File: src/rtl/bcd_display_mux_pkg.sv
// rtl/bcd_display_mux_pkg.sv - shared constants and types for the seven-segment display mux
package bcd_display_mux_pkg;

    localparam int DIGITS = 4;
    localparam int SEG_W  = 7;

    typedef logic [1:0] digit_idx_t;

    // Active-high patterns, bit order g..a
    localparam logic [SEG_W-1:0] SEG_0    = 7'b0111111;
    localparam logic [SEG_W-1:0] SEG_1    = 7'b0000110;
    localparam logic [SEG_W-1:0] SEG_2    = 7'b1011011;
    localparam logic [SEG_W-1:0] SEG_3    = 7'b1001111;
    localparam logic [SEG_W-1:0] SEG_4    = 7'b1100110;
    localparam logic [SEG_W-1:0] SEG_5    = 7'b1101101;
    localparam logic [SEG_W-1:0] SEG_6    = 7'b1111101;
    localparam logic [SEG_W-1:0] SEG_7    = 7'b0000111;
    localparam logic [SEG_W-1:0] SEG_8    = 7'b1111111;
    localparam logic [SEG_W-1:0] SEG_9    = 7'b1101111;
    localparam logic [SEG_W-1:0] SEG_DASH = 7'b1000000;

endpackage

File: src/rtl/bcd_display_mux_to_seg7.sv
// rtl/bcd_display_mux_to_seg7.sv - combinational BCD digit to seven-segment decoder
module bcd_to_seg7
    import bcd_display_mux_pkg::*;
(
    input  logic [3:0]       digit_i,
    output logic [SEG_W-1:0] seg_o
);

    always_comb begin
        seg_o = SEG_DASH;
        case (digit_i)
            4'd0:    seg_o = SEG_0;
            4'd1:    seg_o = SEG_1;
            4'd2:    seg_o = SEG_2;
            4'd3:    seg_o = SEG_3;
            4'd4:    seg_o = SEG_4;
            4'd5:    seg_o = SEG_5;
            4'd6:    seg_o = SEG_6;
            4'd7:    seg_o = SEG_7;
            4'd8:    seg_o = SEG_8;
            4'd9:    seg_o = SEG_9;
            default: seg_o = SEG_DASH;
        endcase
    end

endmodule

File: src/rtl/bcd_display_mux.sv
// rtl/bcd_display_mux.sv - four-digit multiplexed seven-segment driver with per-frame snapshot
module bcd_display_mux
    import bcd_display_mux_pkg::*;
#(
    parameter int CLK_DIV          = 1000,
    parameter int BLANK_CYCLES     = 8,
    parameter bit SEG_ACTIVE_LOW   = 1'b0,
    parameter bit DIGIT_ACTIVE_LOW = 1'b0
) (
    input  logic              clk,
    input  logic              reset,
    input  logic              enable,
    input  logic              blank_lz,
    input  logic [3:0]        units,
    input  logic [3:0]        tens,
    input  logic [3:0]        hundreds,
    input  logic [3:0]        thousands,
    input  logic [DIGITS-1:0] dp_mask,
    output logic [SEG_W-1:0]  seg,
    output logic              dp,
    output logic [DIGITS-1:0] digit_en,
    output logic              frame_tick
);

    localparam int CNT_W = $clog2(CLK_DIV);
    localparam logic [CNT_W-1:0] CNT_LAST  = CNT_W'(CLK_DIV - 1);
    localparam logic [CNT_W-1:0] CNT_BLANK = CNT_W'(BLANK_CYCLES);

    digit_idx_t              idx_q, idx_d;
    logic [CNT_W-1:0]        cnt_q, cnt_d;
    logic                    primed_q, primed_d;
    logic [4*DIGITS-1:0]     snap_q, snap_d;
    logic [DIGITS-1:0]       snap_dp_q, snap_dp_d;
    logic                    tick_d;

    logic [SEG_W-1:0]        seg_q;
    logic                    dp_q;
    logic [DIGITS-1:0]       digit_en_q;
    logic                    frame_tick_q;

    logic                    slot_end;
    logic [3:0]              cur_digit;
    logic [SEG_W-1:0]        cur_seg;
    logic [DIGITS-1:0]       lz_blank;
    logic                    lit;

    assign slot_end = (cnt_q == CNT_LAST);

    always_comb begin
        idx_d     = idx_q;
        cnt_d     = cnt_q;
        primed_d  = primed_q;
        snap_d    = snap_q;
        snap_dp_d = snap_dp_q;
        tick_d    = 1'b0;
        if (!enable) begin
            idx_d    = '0;
            cnt_d    = '0;
            primed_d = 1'b0;
        end else if (!primed_q) begin
            snap_d    = {thousands, hundreds, tens, units};
            snap_dp_d = dp_mask;
            primed_d  = 1'b1;
            tick_d    = 1'b1;
        end else if (slot_end) begin
            cnt_d = '0;
            idx_d = idx_q + 2'd1;
            if (idx_q == 2'd3) begin
                snap_d    = {thousands, hundreds, tens, units};
                snap_dp_d = dp_mask;
                tick_d    = 1'b1;
            end
        end else begin
            cnt_d = cnt_q + CNT_W'(1);
        end
    end

    assign cur_digit = snap_q[{idx_q, 2'b00} +: 4];

    bcd_to_seg7 u_dec (
        .digit_i (cur_digit),
        .seg_o   (cur_seg)
    );

    // Invalid BCD codes are nonzero, so they stop the leading-zero run
    always_comb begin
        lz_blank    = '0;
        lz_blank[3] = blank_lz && (snap_q[15:12] == 4'd0);
        lz_blank[2] = lz_blank[3] && (snap_q[11:8] == 4'd0);
        lz_blank[1] = lz_blank[2] && (snap_q[7:4] == 4'd0);
    end

    assign lit = enable && primed_q && (cnt_q >= CNT_BLANK) && !lz_blank[idx_q];

    always_ff @(posedge clk) begin
        if (reset) begin
            idx_q        <= '0;
            cnt_q        <= '0;
            primed_q     <= 1'b0;
            snap_q       <= '0;
            snap_dp_q    <= '0;
            seg_q        <= {SEG_W{SEG_ACTIVE_LOW}};
            dp_q         <= SEG_ACTIVE_LOW;
            digit_en_q   <= {DIGITS{DIGIT_ACTIVE_LOW}};
            frame_tick_q <= 1'b0;
        end else begin
            idx_q        <= idx_d;
            cnt_q        <= cnt_d;
            primed_q     <= primed_d;
            snap_q       <= snap_d;
            snap_dp_q    <= snap_dp_d;
            seg_q        <= (lit ? cur_seg : '0) ^ {SEG_W{SEG_ACTIVE_LOW}};
            dp_q         <= (lit && snap_dp_q[idx_q]) ^ SEG_ACTIVE_LOW;
            digit_en_q   <= (lit ? (DIGITS'(1) << idx_q) : '0) ^ {DIGITS{DIGIT_ACTIVE_LOW}};
            frame_tick_q <= tick_d;
        end
    end

    assign seg        = seg_q;
    assign dp         = dp_q;
    assign digit_en   = digit_en_q;
    assign frame_tick = frame_tick_q;

endmodule
File: config.mk
export PLATFORM = sky130hd
export DESIGN_NAME = bcd_display_mux
export DESIGN_NICKNAME = d
export VERILOG_FILES = /design/src/rtl/bcd_display_mux_pkg.sv /design/src/rtl/bcd_display_mux_to_seg7.sv /design/src/rtl/bcd_display_mux.sv
export SDC_FILE = /design/constraint.sdc
export NUM_CORES = 1
export LEC_CHECK = 0
export BUFFER_PORTS_ARGS = -buffer_cell sky130_fd_sc_hd__buf_2
export CAP_MARGIN = 10
export CORE_UTILIZATION = 40
export DETAILED_ROUTE_END_ITERATION = 6
export PLACE_DENSITY = 0.6
export SYNTH_ARGS = -nofsm -noshare
export SYNTH_HDL_FRONTEND = slang
export SYNTH_HIERARCHICAL = 1
export SYNTH_SLANG_ARGS = --single-unit
File: constraint.sdc
create_clock -name clk -period 2.4 [get_ports clk]
set_input_delay 0.48 -clock clk [delete_from_list [all_inputs] [get_ports clk]]
set_output_delay 0.48 -clock clk [all_outputs]
set_load 0.02 [all_outputs]
Yosys cells after proc, flatten, opt, wreduce, memory -nomap -nowiden
Memory sizes are Yosys's and may differ from the RTL's. A register that Yosys moved wholly into a read port is not among the register bits.
Index checks and enable logic that the tools add are counted.
{"block": "word_totals", "out_inout_bits": 13, "reg_bits": 39, "mem_bits_rw": 0, "n_memories": 1, "latchBits": 0, "mem_bits_ro": 112}
{"block": "op_classes", "bitwise_logic": 2, "mux": 15, "shifts": 2, "mul": 0, "div": 0, "n_reduce_logical": 15, "eq_ne": 4, "order_cmp": 2, "addsub": 2}
{"name": "(name not given)", "depth": 16, "word_bits": 7, "rd": 1, "rd_ports_with_merged_regs": 1, "write_ports": 0, "line_no": "bcd_display_mux_to_seg7.sv:11", "rtl": "case (digit_i)"}
{"cell": "$mux 16", "n": 3}
{"cell": "$shiftx 16x5->4", "n": 1}
{"cell": "$logic_not 4->1", "n": 3}
{"cell": "$mux 4", "n": 3}
{"cell": "$add 10x1->10 const B", "n": 1}
{"cell": "$eq 10x10->1 const B", "n": 1}
{"cell": "$ge 10x4->1 const B", "n": 1}
{"cell": "$mux 10", "n": 1}
{"cell": "$logic_and 1x1->1", "n": 7}
{"cell": "$mux 1", "n": 6}
{"cell": "$bmux 1 s2", "n": 2}
{"cell": "$ne 2x1->1 const B", "n": 2}
{"cell": "$reduce_or 2->1", "n": 2}
{"cell": "$shl 1x2->4 const A", "n": 1}
{"cell": "$lt 2x3->1 const B", "n": 1}
{"cell": "$reduce_and 3->1", "n": 1}
{"cell": "$add 2x1->2 const B", "n": 1}
{"cell": "$eq 2x2->1 const B", "n": 1}
{"cell": "$not 1->1", "n": 2}
{"cell": "$reduce_and 2->1", "n": 1}
{"cell": "$logic_not 1->1", "n": 1}

Logic depth before layout (Yosys ltp)
Gate-level depths: netlist of the first run.
{"block": "logic_depth", "word_depth": 10, "depth_mapped": 7, "mapped_depth_nobuf": 6}

Cells and area by module
Netlist of the first run, hierarchy kept.
{"mod": "bcd_display_mux", "area_per_inst_um2": 2033.2, "n_inst": 1, "cells_each": 199}
{"mod": "bcd_to_seg7", "area_per_inst_um2": 251.5, "n_inst": 1, "cells_each": 30}

Least setup slack after synthesis of the first run
OpenSTA, ideal clock, no wires.
{"block": "synth_path", "path_type": "reg-to-reg", "startpoint": "reg idx_q[0]", "endpoint": "reg seg_q[4], in the netlist seg[4]", "setup_ps": 59, "period_less_slack_ps": 1892, "slack_ps": 508, "t_arrival_ps": 1833, "path_stages_with_launch": 8, "path_cell_list": "dfxtp_1 > buf_2 > mux4_2 > inv_1 > ha_1 > nor2b_1 > o32ai_2 > and2_1"}
{"block": "synth_via", "elab_cells_between_ends": 7}
{"element": "from (decl)", "line_no": "bcd_display_mux.sv:29", "rtl": "digit_idx_t idx_q, idx_d;"}
{"element": "from (signal assigned)", "line_no": "bcd_display_mux.sv:107", "rtl": "idx_q <= idx_d;"}
{"element": "$shiftx 16x5->4", "line_no": "bcd_display_mux.sv:78", "rtl": "assign cur_digit = snap_q[{idx_q, 2'b00} +: 4];"}
{"element": "net cur_digit[1]", "line_no": "bcd_display_mux.sv:42", "rtl": "logic [3:0] cur_digit;"}
{"element": "to (decl)", "line_no": "bcd_display_mux.sv:36", "rtl": "logic [SEG_W-1:0] seg_q;"}
The timed path passes the listed nets, and every way through them passes these cells. The select of a mux whose other input is x is not followed.
A chain may end at the register's enable or synchronous reset.

Worst setup path in the final report of the first run
Ends and elaborated chain as after synthesis.

==> impl_summary.md, run 1 <==
Run status
The run finished with clean final reports.

Setup path
The reg-to-reg critical path startpoint is idx_q[0]$_SDFFE_PP0P_. The worst setup path is captured at a register. For the worst flop-to-flop path, the logic depth is 6. The startpoint class of the critical path is a register. Across all register-to-register paths, the minimum setup slack is 0.44 ns. The kind of critical path is register to register. The endpoint of the most critical register-to-register path is seg[4]$_SDFF_PP0_.

The required time of the critical path is 2.65 ns. In this run the worst path has a maximum fanout of 8. The arrival time at the worst endpoint is 2.21 ns.

Yosys
The Yosys step of the flow raised 6 warnings. The number of instances in the synthesized netlist is 229. Of all flip-flops after synthesis, the portion carrying an async set or reset was 0. In this run, synthesis inferred 0 flip-flops with an integrated enable. The mean post-synth cell area is 9.98 um^2. The mapped cell area is 0.00228 mm^2. The most used flip-flop cell after synthesis is dfxtp_1. The synthesized design contains 46 register bits. The net count after synthesis is 262.

The share of the yosys chip area belonging to registers is 0.403. The netlist uses 38 different library cells.

Placement
Detailed placement finished with a half-perimeter wire length of 2890 um. Buffers placed on the I/O ports in this run total 36. The post-placement setup slack is 0.438 ns. The routability congestion estimate is 0.782.

Drt
For this run, the detailed router's first-pass iteration total came to 4. For this run, design rule violations remaining after detail routing come to 0. Dividing the detail-routed via count by the number of cells gives 4.70. The routed length per instance is 11.7 um. Wires add up to 3920 um. Summing over every cut layer, the via total after detailed routing is 1,580. The number of nets with antenna violations after detailed routing is 0. The detailed router finished its first iteration with 44 violations.

Timing
The time the worst path needs with I/O delays and setup is 1.96 ns. Setup repair after global routing left no endpoint under its margin. The total negative slack for setup checks is 0 ns. The clock arrives with 0.00489 ns of skew. Setup violations remaining at the end of the flow were counted as 0. The number of hold-slack violations in the final timing report is 0. The final max-slew violation count was 0. The maximum clock rate is 510 MHz. The share of the clock period used by the worst path is 0.817.

The worst setup margin is 0.439 ns. The worst pin sits at a relative slew slack of 0.736. The slew at the pin closest to its max-slew limit is 0.395 ns.

Die
The initial utilization of the core area, before any placement, comes to 0.415. The die span in y is 77.6 um. The die boundary width is 77.6 um. The number of cell rows is 27. The number of primary I/O pins is 37. The core region is 0.00551 mm^2. The area of the die is 0.00602 mm^2.

GRT
The maximum number of pins on one net before global-route repair is 42. The number of antenna violations at the first check in global routing is 0. The global-route wire length before repair is 6690 um. The total global routing overflow is 0.

The via count of the first global-routing pass is 1,453. The global-route total usage across every layer is 0.140.

Clock network
TritonCTS built the clock tree. Clock-pin slew was measured on the worst setup and hold paths at 0.09 ns. The number of setup buffers added after CTS is 0. The number of buffers added to fix hold violations after cts is 0. Counting along the longest clock path gives a buffer depth of 2. Clock tree synthesis found a total of 46 sinks.

The total clock buffers created by CTS is 5. The maximum level of the CTS H-tree is 2. The buffer cell driving the clock tree root is clkbuf_8. The number of gates resized after CTS is 0. The clock latency at the later pin of the worst-skew pair is 0.30 ns.

Finish
0 antenna diodes ended up in the layout. The relative area change from synthesis to final layout is 14.3%. The layout has 536 filler cells.

At the end of the flow, the number of nets in the layout was 296. Leaving out fill and tap cells, the most frequent cells in the layout are dfxtp_1 (46), nand2b_1 (43), buf_2 (36), mux2i_1 (20), nor2_1 (12). The most frequent standard cell in the layout excluding fill and tap cells is dfxtp_1.

In the final layout, the share of cells above drive strength 1 is 0.220.

Hold path
The path category of the worst min-delay check is input pin to register. The worst hold path startpoint is units[1]. The worst hold path stage count is 3.

The terminating pin of the worst hold path is snap_q[1]$_SDFFE_PP0P_.

Run
The max-capacitance violation count is 0.

Power
The power density of the placed cells is 588 mW/mm^2. The static power due to leakage is 1.08 nW. Across the VDD grid, the largest voltage drop is 0.273 mV.
## worst max path at each step
stage,startpoint,to,slack [ns],depth (start not counted)
floorplan,idx_q[0]$_SDFFE_PP0P_,seg[4]$_SDFF_PP0_,0.51,7
CTS,idx_q[0]$_SDFFE_PP0P_,seg[4]$_SDFF_PP0_,0.42,6
detailed placement,idx_q[0]$_SDFFE_PP0P_,seg[4]$_SDFF_PP0_,0.44,6
finish,idx_q[0]$_SDFFE_PP0P_,seg[4]$_SDFF_PP0_,0.44,6
global route,idx_q[0]$_SDFFE_PP0P_,seg[4]$_SDFF_PP0_,0.26,6
global placement,idx_q[0]$_SDFFE_PP0P_,seg[4]$_SDFF_PP0_,0.48,6
## metal layers
metal / global-route usage / part of all wire
met3: 0.0424 / 0.042
met5: 0 / 0
met2: 0.196 / 0.40
met1: 0.201 / 0.54
met4: 0.0509 / 0.014
## state kept, by name, indices dropped and copies added, names as in the netlist
| name | count |
|---|---|
| cnt_q | 10 |
| idx_q | 2 |
| digit_en | 4 |
| snap_q | 16 |
| primed_q | 1 |
| seg | 7 |
| frame_tick | 1 |
| snap_dp_q | 4 |
| dp | 1 |
## cells in the mapped netlist (3+ instances only)
master     n  area share
nor2_1    12       0.020
xor2_1     4       0.015
a21oi_1    3      0.0066
nor4_1     4       0.011
nor2b_1    4       0.011
buf_6      4       0.020
and2_1    11       0.030
dfxtp_1   46        0.40
nand4_1    6       0.016
nand2_1    8       0.013
ha_1       9       0.049
inv_1      7       0.012
nand3_1    4      0.0088
o21ai_0    3      0.0066
xnor2_1    5       0.019
mux4_2     5       0.049
clkbuf_1   5      0.0082
nor3_1     4      0.0088
mux2i_1   20       0.088
nand2b_1  43        0.12
## stage by stage
stage | total power, W | area [um^2] | util | hold slack [ns] | cells
3_3_place_gp | 0.000975 | 2500 | 0.454 | 0.465 | 328
2_1_floorplan | 0.000938 | 2280 | - | 0.445 | 229
6_report | 0.00154 | 2610 | 0.474 | 0.433 | 336
4_1_cts | 0.00156 | 2610 | 0.474 | 0.423 | 336
5_1_grt | 0.00161 | 2610 | 0.474 | 0.421 | 336
3_5_place_dp | 0.000976 | 2500 | 0.454 | 0.468 | 328
## report_power, final
group	total, W	internal (W)	switching [W]
registers	0.000805	0.000786	0.0000192
clock network	0.000579	0.000312	0.000267
logic	0.000151	0.0000814	0.0000697
## layout make-up
type / count / area, um^2 / area share
multi-input cells: 164 / 1260 / 0.482
flip-flops and latches: 46 / 921 / 0.353
repair buffers: 39 / 203 / 0.0776
well taps: 72 / 90.1 / 0.0345
clock buffers: 5 / 68.8 / 0.0264
clock inverters: 3 / 43.8 / 0.0168
inverters: 7 / 26.3 / 0.0101
## worst max-delay path, cell delays in order, from the launching register on
cell	delay [ns]
dfxtp_1	0.52
mux4_2	0.66
inv_1	0.15
ha_1	0.17
nor2b_1	0.05
o32ai_2	0.22
and2_1	0.14
## logic make-up after synthesis
kind of cell | after synthesis | share of synthesized area
simple gates | 104 | 0.271
flops | 46 | 0.403
mux | 26 | 0.142
buf+inv | 19 | 0.0460
compound gates | 16 | 0.0548
xor+xnor | 9 | 0.0345
fa+ha+maj | 9 | 0.0493
No activity file was read; power rests on OpenSTA's default activity.
==> run 2: changes to the inputs <==
- ABC_AREA: not set -> 1
- clock period: 2.4 -> 2 ns (I/O delays scaled with it)
==> impl_summary.md, run 2 <==
Yosys
The most instantiated library cell after synthesis is nand2_1. The dominant combinational cell family by area after synthesis is simple AND/OR/NAND/NOR gates. The cell accounting for the most synthesized area is dfxtp_1. Among all flip-flop cells after synthesis, the most frequent one is dfxtp_1. The share of the yosys chip area belonging to registers is 0.385 (-0.0179). After synthesis, the cell types taking the most area are dfxtp_1 (39%), nand2_1 (11%), nor2_1 (10%), inv_1 (8.6%), nand3_1 (6.9%).

The mapped cell area is 0.00239 mm^2 (+4.7%). The count of warnings emitted by yosys is 6 (unchanged). The share of the synthesized area in compound gates (AO/OA/AOI/OAI) came to 0.101 (+0.0462).

The mean post-synth cell area is 6.66 um^2 (-33%). The number of instances in the synthesized netlist is 359 (+57%). The number of synthesized register bits is 46 (unchanged). The share of async-settable or async-resettable flops after synthesis is 0 (unchanged). The number of synthesized flops with an enable pin is 0 (unchanged). The mux contribution to synthesized area came to 0 (-0.142). The area share of the leading cell type in the synthesized netlist came to 0.385 (-0.0179). The number of unique standard cell types used by synthesis is 27 (-29%). The arithmetic-cell share of the synthesized area counting full adders, half adders and majority gates is 0.0471 (-0.00219). The commonest cells after synthesis are nand2_1 (71), nor2_1 (65), inv_1 (55).

The post-synthesis xor/xnor area fraction is 0.00366 (-0.0308). The net count after synthesis was 392 (+50%). The simple-gate area share of the yosys netlist is 0.329 (+0.0586).

Finish
The post-route cell area is 0.00274 mm^2 (+4.8%). The fraction of final layout cells sized beyond drive strength 1 is 0.175 (-0.0450). The number of flip-flops under the largest register name is 16 (unchanged). The number of fill cells came to 599 (+12%).

The relative area change from synthesis to final layout is 14.5%. The number of antenna cells inserted is 0 (unchanged). Counting flops per register, the top entry is snap_q. The library cell used most frequently in the layout, excluding fill and tap cells, is nand2_1. The net count of the finished layout came to 427 (+44%).

The top cell types in the final layout, fill and taps aside, are nand2_1 (71), nor2_1 (65), inv_1 (53), dfxtp_1 (45), buf_2 (36).

Timing
The number of failing setup endpoints in the final timing report came to 0 (unchanged). The worst setup margin is 0.171 ns (-0.268 ns). The final max-slew violation count is 0 (unchanged).

The slew at the pin closest to its max-slew limit is 0.563 ns (+0.168 ns). The maximum clock skew at final layout is 0.0124 ns (+0.00749 ns). Setup repair after global routing left no endpoint under its margin. The number of hold-slack violations in the final timing report came to 0 (unchanged). The worst-case headroom to the max-slew limit is 0.624 (-0.112). The worst hold slack across all endpoints was 0.290 ns (-0.143 ns).

The time the worst path needs with I/O delays and setup was 1.83 ns (-0.132 ns). The share of the clock period used by the worst path is 0.914 (+0.0974). The maximum clock rate is 547 MHz (+7.2%). The total negative slack for setup checks was 0 ns (unchanged).

Placement
The routability congestion estimate is 0.920 (+18%). The post-placement setup slack was 0.154 ns (-0.285 ns). The post-place instance area is 0.00263 mm^2 (+5.2%).

The total of buffers placed on input and output ports is 36 (unchanged). The HPWL reported at the end of detailed placement is 3560 um (+23%).

Setup path
The reg-to-reg critical path startpoint is idx_q[1]$_SDFFE_PP0P_. The startpoint class of the critical path is a register. The worst register-to-register path ends at seg[3]$_SDFF_PP0_.

The total buffers and inverters traversed by the critical path came to 3 (+2). The peak fanout along the critical path was 7 (-1). The arrival time at the worst endpoint was 2.02 ns (-0.19 ns). The master of the slowest instance on the critical path is dfxtp_1. The kind of cell adding the most delay to the critical path is compound AO/OA/AOI/OAI gates. Walking the worst path, the cells encountered are buf_4 > a21oi_1 > o21ai_0 > o211ai_1 > inv_2 > ha_1 > nand2_1 > nand2_1 > nand2_1 > nand2_1 > inv_1 > nor2_1. The slack of the worst reg-to-reg path is 0.17 ns (-0.27 ns). The critical path in this run is classified as register to register. The worst setup path is captured at a register. The delay of the slowest critical-path stage came to 0.39 ns (-0.27 ns). The required time of the critical path is 2.19 ns (-0.46 ns).

The worst-case reg-to-reg path depth is 12 (+6). By instance count, the cell type seen most on the critical path is nand2_1.

Clock network
The tree is rooted in a clkbuf_8. The largest buffer count on any clock path is 2 (unchanged). The maximum level of the CTS H-tree is 2 (unchanged). The clock-pin slew on the worst setup and hold paths came to 0.09 ns (about the same). The total clock buffers created by CTS is 5 (unchanged).

The number of buffers added to fix hold violations after cts is 0 (unchanged). The clock sink count was 46 (unchanged). The clock latency at the later pin of the worst-skew pair was 0.30 ns (about the same).

The post-CTS repair timing setup buffer count came to 0 (unchanged). The TritonCTS clock tree is built.

Hold path
The worst hold path stage count was 2 (-1). The worst hold path startpoint is reset. For hold timing, the worst endpoint is frame_tick$_SDFF_PP0_.

The path category of the worst min-delay check is input pin to register.

Die
The initial standard-cell utilization of the core is 0.424 (+0.00891). The area of the die was 0.00629 mm^2 (+4.5%). The number of primary I/O pins came to 37 (unchanged). The die boundary width is 79.3 um (+2.2%). The core area came to 0.00564 mm^2 (+2.5%). The number of cell rows is 27 (unchanged).

The die span in y was 79.3 um (+2.2%).

Drt
The count of routing violations after the opening detailed-route iteration is 124 (+180%). The met3 layer wire length in the routed design is 197 um (+19%). The highest routed metal layer is met4. The routed length per instance is 10.3 um (-12%). The routed wire length came to 4790 um (+22%). The number of detailed-routing iterations run before antenna repair was 4 (unchanged). The number of nets with antenna violations after detailed routing is 0 (unchanged). The amount of wire on met2 after detailed routing is 2080 um (+32%).

The total vias in the final route is 2,162 (+37%). The vias per cell is 4.63 (-1.5%). The length of routed wiring on met1 is 2410 um (+14%). The count of unresolved DRC violations after routing was 0 (unchanged).

Power
The power density of the placed cells was 693 mW/mm^2 (+18%). The total design power came to 0.00190 W (+24%). The worst voltage drop across the vdd grid is 0.354 mV (+30%). The static power due to leakage was 1.38 nW (+27%).

Run status
The flow ran to the end, and the final reports show no timing, DRC or antenna violations.

GRT
The total global routing overflow is 0 (unchanged). The global-route total usage across every layer is 0.168 (+0.0272). The global-route wire length before repair is 8370 um (+25%). The via count of the first global-routing pass is 2,031 (+40%).

The number of antenna violations at the first check in global routing is 0 (unchanged). The maximum number of pins on one net before global-route repair was 43 (+2.4%).

Run
The max-capacitance violation count is 0 (unchanged).
## run 2: cell types whose count changed after synthesis, sizes merged, moves of 5 or more
cell / delta
nor2b: -5
a21oi: +25
nor2: +58
mux4: -5
clkbuf: -5
mux2i: -20
and2: -11
nand2b: -44
xnor2: -5
nand2: +66
nand3: +30
o21ai: +8
buf: +8
inv: +52
## run 2: worst reg2reg max path, cell delays in order, from the launching register on
cell	delay [ns]
dfxtp_1	0.39
buf_4	0.19
a21oi_1	0.11
o21ai_0	0.11
o211ai_1	0.21
inv_2	0.12
ha_1	0.29
nand2_1	0.07
nand2_1	0.06
nand2_1	0.05
nand2_1	0.05
inv_1	0.05
nor2_1	0.03
## run 2: cell type report
cell class | instances | area (um^2) | share of cell area
Clock buffer | 5 | 68.8 | 0.0251
Multi-Input combinational cell | 239 | 1150 | 0.420
Tap cell | 72 | 90.1 | 0.0329
Sequential cell | 46 | 922 | 0.337
Clock inverter | 3 | 40.0 | 0.0146
Timing Repair Buffer | 43 | 245 | 0.0896
Inverter | 59 | 221 | 0.0809
## run 2: cells by family after synthesis
logic type / after synthesis
adder cells (fa/ha/maj): 9
AO/OA/AOI/OAI: 44
XOR/XNOR: 1
flip-flops: 46
AND/OR/NAND/NOR: 185
buffers and inverters: 74
## run 2: power breakdown
part           total (W)  switching (W)  internal [W]
Clock           0.000678       0.000310      0.000368
Sequential      0.000973      0.0000233      0.000949
Combinational   0.000246       0.000147     0.0000989
Total            0.00190       0.000481       0.00142
## run 2: worst max path at each step
stage                     slack (ns)  depth (start not counted)                 to             startpoint
after global routing           0.007                         10  seg[3]$_SDFF_PP0_  idx_q[1]$_SDFFE_PP0P_
after detailed placement        0.15                         12  seg[3]$_SDFF_PP0_  idx_q[1]$_SDFFE_PP0P_
after global placement          0.24                         12  seg[3]$_SDFF_PP0_  idx_q[1]$_SDFFE_PP0P_
final                           0.17                         12  seg[3]$_SDFF_PP0_  idx_q[1]$_SDFFE_PP0P_
after CTS                       0.13                         12  seg[3]$_SDFF_PP0_  idx_q[1]$_SDFFE_PP0P_
after floorplan                 0.11                         11  seg[3]$_SDFF_PP0_  idx_q[0]$_SDFFE_PP0P_
## run 2: layer usage
metal	vias up	global-route usage
li1	1176	-
met1	928	0.210
met2	47	0.273
met3	11	0.0391
met4	0	0.0727
met5	-	0
## run 2: per-stage QoR
| step | std cells | util |
|---|---|---|
| 6_report | 467 | 0.485 |
| 3_5_place_dp | 459 | 0.466 |
| 5_1_grt | 467 | 0.485 |
| 2_1_floorplan | 359 | - |
| 4_1_cts | 467 | 0.485 |
| 3_3_place_gp | 459 | 0.466 |
## run 2: timing repair
item / 4_1_cts / 5_1_grt
endpoints found under the setup margin: 0 / 5
hold endpoints to repair: 0 / 0
resized for setup: 0 / 3
